--- src/rtl/axi_wr_responder_pkg.sv ---
// axi_wr_responder_pkg: shared AXI widths, write-response codes and the
// responder FSM state encoding.
// Width defaults can be overridden by defining AXI_ADDR_WIDTH, AXI_DATA_WIDTH,
// OFFSET_WIDTH and AXI_ID_WIDTH on the tool command line.
`ifndef AXI_ADDR_WIDTH
`define AXI_ADDR_WIDTH 32
`endif
`ifndef AXI_DATA_WIDTH
`define AXI_DATA_WIDTH 64
`endif
`ifndef OFFSET_WIDTH
`define OFFSET_WIDTH 6
`endif
`ifndef AXI_ID_WIDTH
`define AXI_ID_WIDTH 4
`endif

package axi_wr_responder_pkg;
  localparam int AXI_ADDR_W    = `AXI_ADDR_WIDTH;
  localparam int AXI_DATA_W    = `AXI_DATA_WIDTH;
  localparam int LINE_OFFSET_W = `OFFSET_WIDTH;
  localparam int AXI_ID_W      = `AXI_ID_WIDTH;

  localparam logic [1:0] BRESP_OKAY   = 2'b00;
  localparam logic [1:0] BRESP_SLVERR = 2'b10;

  // One write in flight: address and/or data held, then push, then respond.
  typedef enum logic [2:0] {
    S_IDLE = 3'd0,
    S_ADDR = 3'd1,
    S_DATA = 3'd2,
    S_PUSH = 3'd3,
    S_RESP = 3'd4
  } state_t;
endpackage

--- src/rtl/axi_wr_responder.sv ---
// axi_wr_responder: single-beat AXI write slave. Captures AW and W in either
// order, pushes the line-aligned {addr, data} entry into a downstream FIFO,
// then returns a B response and counts completed writes.
// Optional: define WR_RESP_ALIGN_CHECK_EN to reject misaligned addresses with
// SLVERR instead of pushing them.
module axi_wr_responder
  import axi_wr_responder_pkg::*;
#(
  parameter int ADDR_WIDTH   = AXI_ADDR_W,
  parameter int DATA_WIDTH   = AXI_DATA_W,
  parameter int OFFSET_WIDTH = LINE_OFFSET_W,
  parameter int ID_WIDTH     = AXI_ID_W,
  parameter int CNT_WIDTH    = 16
) (
  input  logic                           clk,
  input  logic                           rst,
  input  logic [ID_WIDTH-1:0]            awid_i,
  input  logic                           awvalid_i,
  input  logic [ADDR_WIDTH-1:0]          awaddr_i,
  output logic                           awready_o,
  input  logic [ID_WIDTH-1:0]            wid_i,
  input  logic                           wvalid_i,
  input  logic [DATA_WIDTH-1:0]          wdata_i,
  output logic                           wready_o,
  output logic [ID_WIDTH-1:0]            bid_o,
  output logic [1:0]                     bresp_o,
  output logic                           bvalid_o,
  input  logic                           bready_i,
  output logic                           wren_o,
  output logic [ADDR_WIDTH+DATA_WIDTH-1:0] data_o,
  input  logic                           afull_i,
  output logic [CNT_WIDTH-1:0]           wr_cnt_o
);

  // Clears the line-offset bits so the FIFO always sees line addresses.
  localparam logic [ADDR_WIDTH-1:0] LINE_MASK =
    {{(ADDR_WIDTH-OFFSET_WIDTH){1'b1}}, {OFFSET_WIDTH{1'b0}}};

  state_t                 state_reg, state_next;
  logic [ADDR_WIDTH-1:0]  addr_reg;
  logic [DATA_WIDTH-1:0]  data_reg;
  logic [ID_WIDTH-1:0]    bid_reg;
  logic [1:0]             bresp_reg;
  logic [CNT_WIDTH-1:0]   cnt_reg;
  logic                   misalign_reg;
  logic                   aw_hs, w_hs, b_hs;
  logic                   unused_wid;

  // The write-data ID is accepted but never compared against the AW ID.
  assign unused_wid = ^wid_i;

  assign aw_hs = awvalid_i & awready_o;
  assign w_hs  = wvalid_i & wready_o;
  assign b_hs  = bvalid_o & bready_i;

`ifdef WR_RESP_ALIGN_CHECK_EN
  // Flag a misaligned address at AW capture; it is answered with SLVERR.
  always_ff @(posedge clk or posedge rst) begin
    if (rst)
      misalign_reg <= 1'b0;
    else if (aw_hs)
      misalign_reg <= |awaddr_i[OFFSET_WIDTH-1:0];
  end
`else
  assign misalign_reg = 1'b0;
`endif

  // State register.
  always_ff @(posedge clk or posedge rst) begin
    if (rst)
      state_reg <= S_IDLE;
    else
      state_reg <= state_next;
  end

  // Next-state logic: collect AW and W in either order, push, then respond.
  always_comb begin
    state_next = state_reg;
    unique case (state_reg)
      S_IDLE: begin
        if (aw_hs && w_hs)
          state_next = S_PUSH;
        else if (aw_hs)
          state_next = S_ADDR;
        else if (w_hs)
          state_next = S_DATA;
      end
      S_ADDR: if (w_hs) state_next = S_PUSH;
      S_DATA: if (aw_hs) state_next = S_PUSH;
      S_PUSH: if (misalign_reg || !afull_i) state_next = S_RESP;
      S_RESP: if (bready_i) state_next = S_IDLE;
      default: state_next = S_IDLE;
    endcase
  end

  // Outputs decoded from state only; readies never depend on the valids.
  always_comb begin
    awready_o = (state_reg == S_IDLE) || (state_reg == S_DATA);
    wready_o  = (state_reg == S_IDLE) || (state_reg == S_ADDR);
    bvalid_o  = (state_reg == S_RESP);
    wren_o    = (state_reg == S_PUSH) && !afull_i && !misalign_reg;
  end

  // Holding registers for the in-flight write and its response code.
  always_ff @(posedge clk or posedge rst) begin
    if (rst) begin
      addr_reg  <= '0;
      data_reg  <= '0;
      bid_reg   <= '0;
      bresp_reg <= BRESP_OKAY;
    end else begin
      if (aw_hs) begin
        addr_reg <= awaddr_i;
        bid_reg  <= awid_i;
      end
      if (w_hs)
        data_reg <= wdata_i;
      if (state_reg == S_PUSH && state_next == S_RESP)
        bresp_reg <= misalign_reg ? BRESP_SLVERR : BRESP_OKAY;
    end
  end

  // Completed-write counter, advanced on each B handshake and wrapping.
  always_ff @(posedge clk or posedge rst) begin
    if (rst)
      cnt_reg <= '0;
    else if (b_hs)
      cnt_reg <= cnt_reg + 1'b1;
  end

  assign data_o   = {addr_reg & LINE_MASK, data_reg};
  assign bid_o    = bid_reg;
  assign bresp_o  = bresp_reg;
  assign wr_cnt_o = cnt_reg;

endmodule
--- config.mk ---
export PLATFORM = sky130hd
export DESIGN_NAME = axi_wr_responder
export DESIGN_NICKNAME = d
export VERILOG_FILES = /design/src/rtl/axi_wr_responder_pkg.sv /design/src/rtl/axi_wr_responder.sv
export SDC_FILE = /design/constraint.sdc
export NUM_CORES = 1
export LEC_CHECK = 0
export ABC_AREA = 1
export CORE_ASPECT_RATIO = 0.75
export CORE_MARGIN = 2
export CORE_UTILIZATION = 37
export DETAILED_ROUTE_END_ITERATION = 10
export DONT_BUFFER_PORTS = 1
export PLACE_DENSITY = 0.63
export SYNTH_ARGS = -nofsm -noshare
export SYNTH_HDL_FRONTEND = slang
export SYNTH_SLANG_ARGS = --single-unit
export TNS_END_PERCENT = 100
--- constraint.sdc ---
create_clock -name clk -period 3.87 [get_ports clk]
set_clock_uncertainty 0.1 [all_clocks]
set_input_delay 0.774 -clock clk [delete_from_list [all_inputs] [get_ports clk]]
set_output_delay 0.774 -clock clk [all_outputs]
set_load 0.03 [all_outputs]
==> impl_metrics.csv <==
group,metric,value,unit
logic_synthesis,synth_cell_types,24,
floorplanning,num_io_pins,232,
routing,vias,2842,
power_and_ir_drop,worst_ir_drop_vdd,0.5096,mV
timing,post-route-period-util,68.43,%
setup_path,slowest_delay,520,ps
grt,grt_max_degree,65,
timing,min_period,2648,ps
clock_tree,cts_setup_buffers,0,
clock_tree,cts_hold_buf,0,
timing,worstMarginPinSlew,1178,ps
cells_and_area,utilization,43.35,%
run,max_cap_violations,0,
setup_path,crit_top_cell,"nor2_1",
clock_tree,clkLatencyLatePin,400,ps
min_path,hold_class,"in2async",
logic_synthesis,ys_ff_latch,113,
clock_tree,clockBufferDepth,2,
power_and_ir_drop,p_leak,2.835,nW
cells_and_area,drive_gt1_share,24.83,%
setup_path,cp_top_family,"simple AND/OR/NAND/NOR gates",
logic_synthesis,synth_area,4900,um^2
grt,antenna_found_initial,0,
clock_tree,cts_sinks,113,
logic_synthesis,ys_seq_area_share,57.71,%
routing,drt_pass1_iterations,4,
logic_synthesis,muxShareOfSynthArea,19.31,%
logic_synthesis,synth_adder_area_share,0.2554,%
placement,dp_hpwl,7259,um
logic_synthesis,synth_top_family_by_area,"multiplexers",
power_and_ir_drop,totalPowerFinal,0.005982,W
logic_synthesis,ys_warn_count,0,
routing,drt-initial-drc-count,108,
setup_path,crit_path_start_kind,"flop",
grt,grt.total_usage,13.92,%
timing,rsz0062_at_grt,"false",
setup_path,cp_max_fo,5,
routing,via_per_inst,4.690,
timing,finalSetupViolCount,0,
clock_tree,root_buffer,"clkbuf_16",
setup_path,critical_path_class,"reg2out",
floorplanning,die_height,103.7,um
routing,antenna_left,0,
logic_synthesis,yosysTopAreaCell,"dfrtp_1",
grt,overflow,0,
logic_synthesis,avgSynthCellArea,11.84,um^2
cells_and_area,diodes,0,
clock_tree,post_cts_resized,0,
cells_and_area,nets,533,
setup_path,path_cells,"nand2_1, nor2_1, inv_1, nor2_1",
timing,max_freq,377.6,MHz
placement,post_dp_cell_area,5015,um^2
clock_tree,path_clk_slew,50,ps
cells_and_area,largest_register_ffs,64,
timing,finalMaxSlewViolations,0,
floorplanning,dieArea,14190,um^2
logic_synthesis,synth_compound_area_share,0.7406,%
clock_tree,htreeDepth,4,
floorplanning,die_width,136.9,um
floorplanning,coreArea,12970,um^2
setup_path,crit_buf_inv,1,
timing,hold_viol,0,
power_and_ir_drop,powerDensity,1064,nW/um^2
grt,grt_pass1_vias,2832,
logic_synthesis,synth-xor-area-share,1.788,%
routing,drc,0,
routing,routedWlPerCell,16.69,um
cells_and_area,area_delta_synth_final,14.79,%
clock_tree,cts_buffers,17,
routing,wl,10110,um
setup_path,critPathRequiredTime,3000,ps
logic_synthesis,syn_inst,414,
timing,whs,229.3,ps
floorplanning,core.rowCount,36,
grt,grt_pass1_wl,15160,um
floorplanning,start_util,37.77,%
run_status,status,"finished, final reports clean",
logic_synthesis,synthTopCellsByArea,"dfrtp_1 58%, mux2_4 18%, nand2_1 11%",
logic_synthesis,yosysTopAreaCellShare,57.71,%
placement,port-buffer-count,0,
setup_path,cp-end-kind,"primary output",
clock_tree,tritoncts,"done",
logic_synthesis,synth-simple-area-share,15.37,%
timing,fin_tns_setup,0,ps
placement,place.gp.congestion,0.7696,
timing,relSlewSlack,21.48,%
setup_path,slowest_stage,"dfrtp_1",
setup_path,arrival,1770,ps
cells_and_area,design_area,5624,um^2
==> cell families (layout without fill, tap and decap cells) <==
family | after synthesis | after routing
multiplexers | 64 | 64
adder cells (fa/ha/maj) | 1 | 1
buffers and inverters | 40 | 54
XOR/XNOR | 10 | 10
AO/OA/AOI/OAI | 7 | 7
flip-flops | 113 | 113
AND/OR/NAND/NOR | 178 | 178
other | 1 | 8
==> synthesized netlist by cell type <==
library cell and count:
a21oi_1 1, conb_1 1, nand3_4 1, a31oi_1 1, inv_1 20, xor2_1 5
buf_4 8, mux2_2 4, nand2_4 1, nor3_2 2, mux2_4 60, nand4_1 4
o21ai_0 5, nand2_1 139, ha_1 1, buf_2 6, nor2_2 1, nor2_1 18
nand3b_1 2, xnor2_1 5, buf_6 6, nand3_1 7, dfrtp_1 113, nor2_4 3
==> worst register-to-register path, delay by kind of cell, from the launching register on <==
family           cells  cell delay, ps
AND/OR/NAND/NOR      2             970
multiplexers         1             600
flip-flops           1             490
==> per-stage QoR <==
stage / std cells / worst slack [ps]
after global routing: 606 / 1079
after floorplan: 421 / 8.643
final: 606 / 1222
after CTS: 606 / 1185
after detailed placement: 574 / 1597
after global placement: 574 / 1634
==> metal layers <==
metal | share of wire (%) | routed length [um] | global-route usage [%]
met1 | 41 | 4114 | 16.02
met2 | 47 | 4765 | 22.64
met3 | 11 | 1112 | 6.363
met4 | 1.2 | 121 | 5.155
met5 | 0 | 0 | 0
==> report_power, final <==
part	switching (W)	internal (W)
clock	0.000560	0.00102
combinational	0.000537	0.000707
sequential	0.00147	0.00169
total	0.00256	0.00342
==> area by class of cell <==
cell class	instances	area (um^2)
fill	1161	7348
sequential	113	2828
multi-input combinational	268	1868
clock buffer	17	425.4
tap	171	214.0
clock inverter	15	183.9
inverter	20	77.57
timing repair buffer	2	27.53
==> layout by cell type, fill, tap and decap left out <==
cell / instances
nand3_4: 1
a31oi_1: 1
a21oi_1: 1
conb_1: 8
nor2_1: 17
inv_1: 19
nor2_4: 3
inv_6: 3
nor3_2: 2
clkbuf_16: 17
nor2_2: 2
mux2_4: 60
ha_1: 1
nand3b_1: 2
buf_4: 1
xor2_1: 5
mux2_2: 4
nand3_1: 7
nand4_1: 4
buf_12: 1
o21ai_0: 5
inv_4: 1
clkinv_4: 4
dfrtp_1: 113
xnor2_1: 5
clkinv_2: 2
clkinvlp_4: 3
nand2_4: 1
nand2_1: 139
bufinv_16: 3
==> final timing paths <==
kind	start	end	slack (ps)	cells after the start
worst max-delay path	state_reg[1]	wren_o	1220	4
worst min-delay path	rst	data_reg[14]	230	1
worst min register to register	addr_reg[16]	addr_reg[16]	580	2
max in group asynchronous	rst	data_reg[41]	2690	2
worst max register to register	state_reg[2]	data_reg[55]	1590	3
min in group clk	afull_i	state_reg[2]	380	1
No activity file was read; power rests on OpenSTA's default activity.
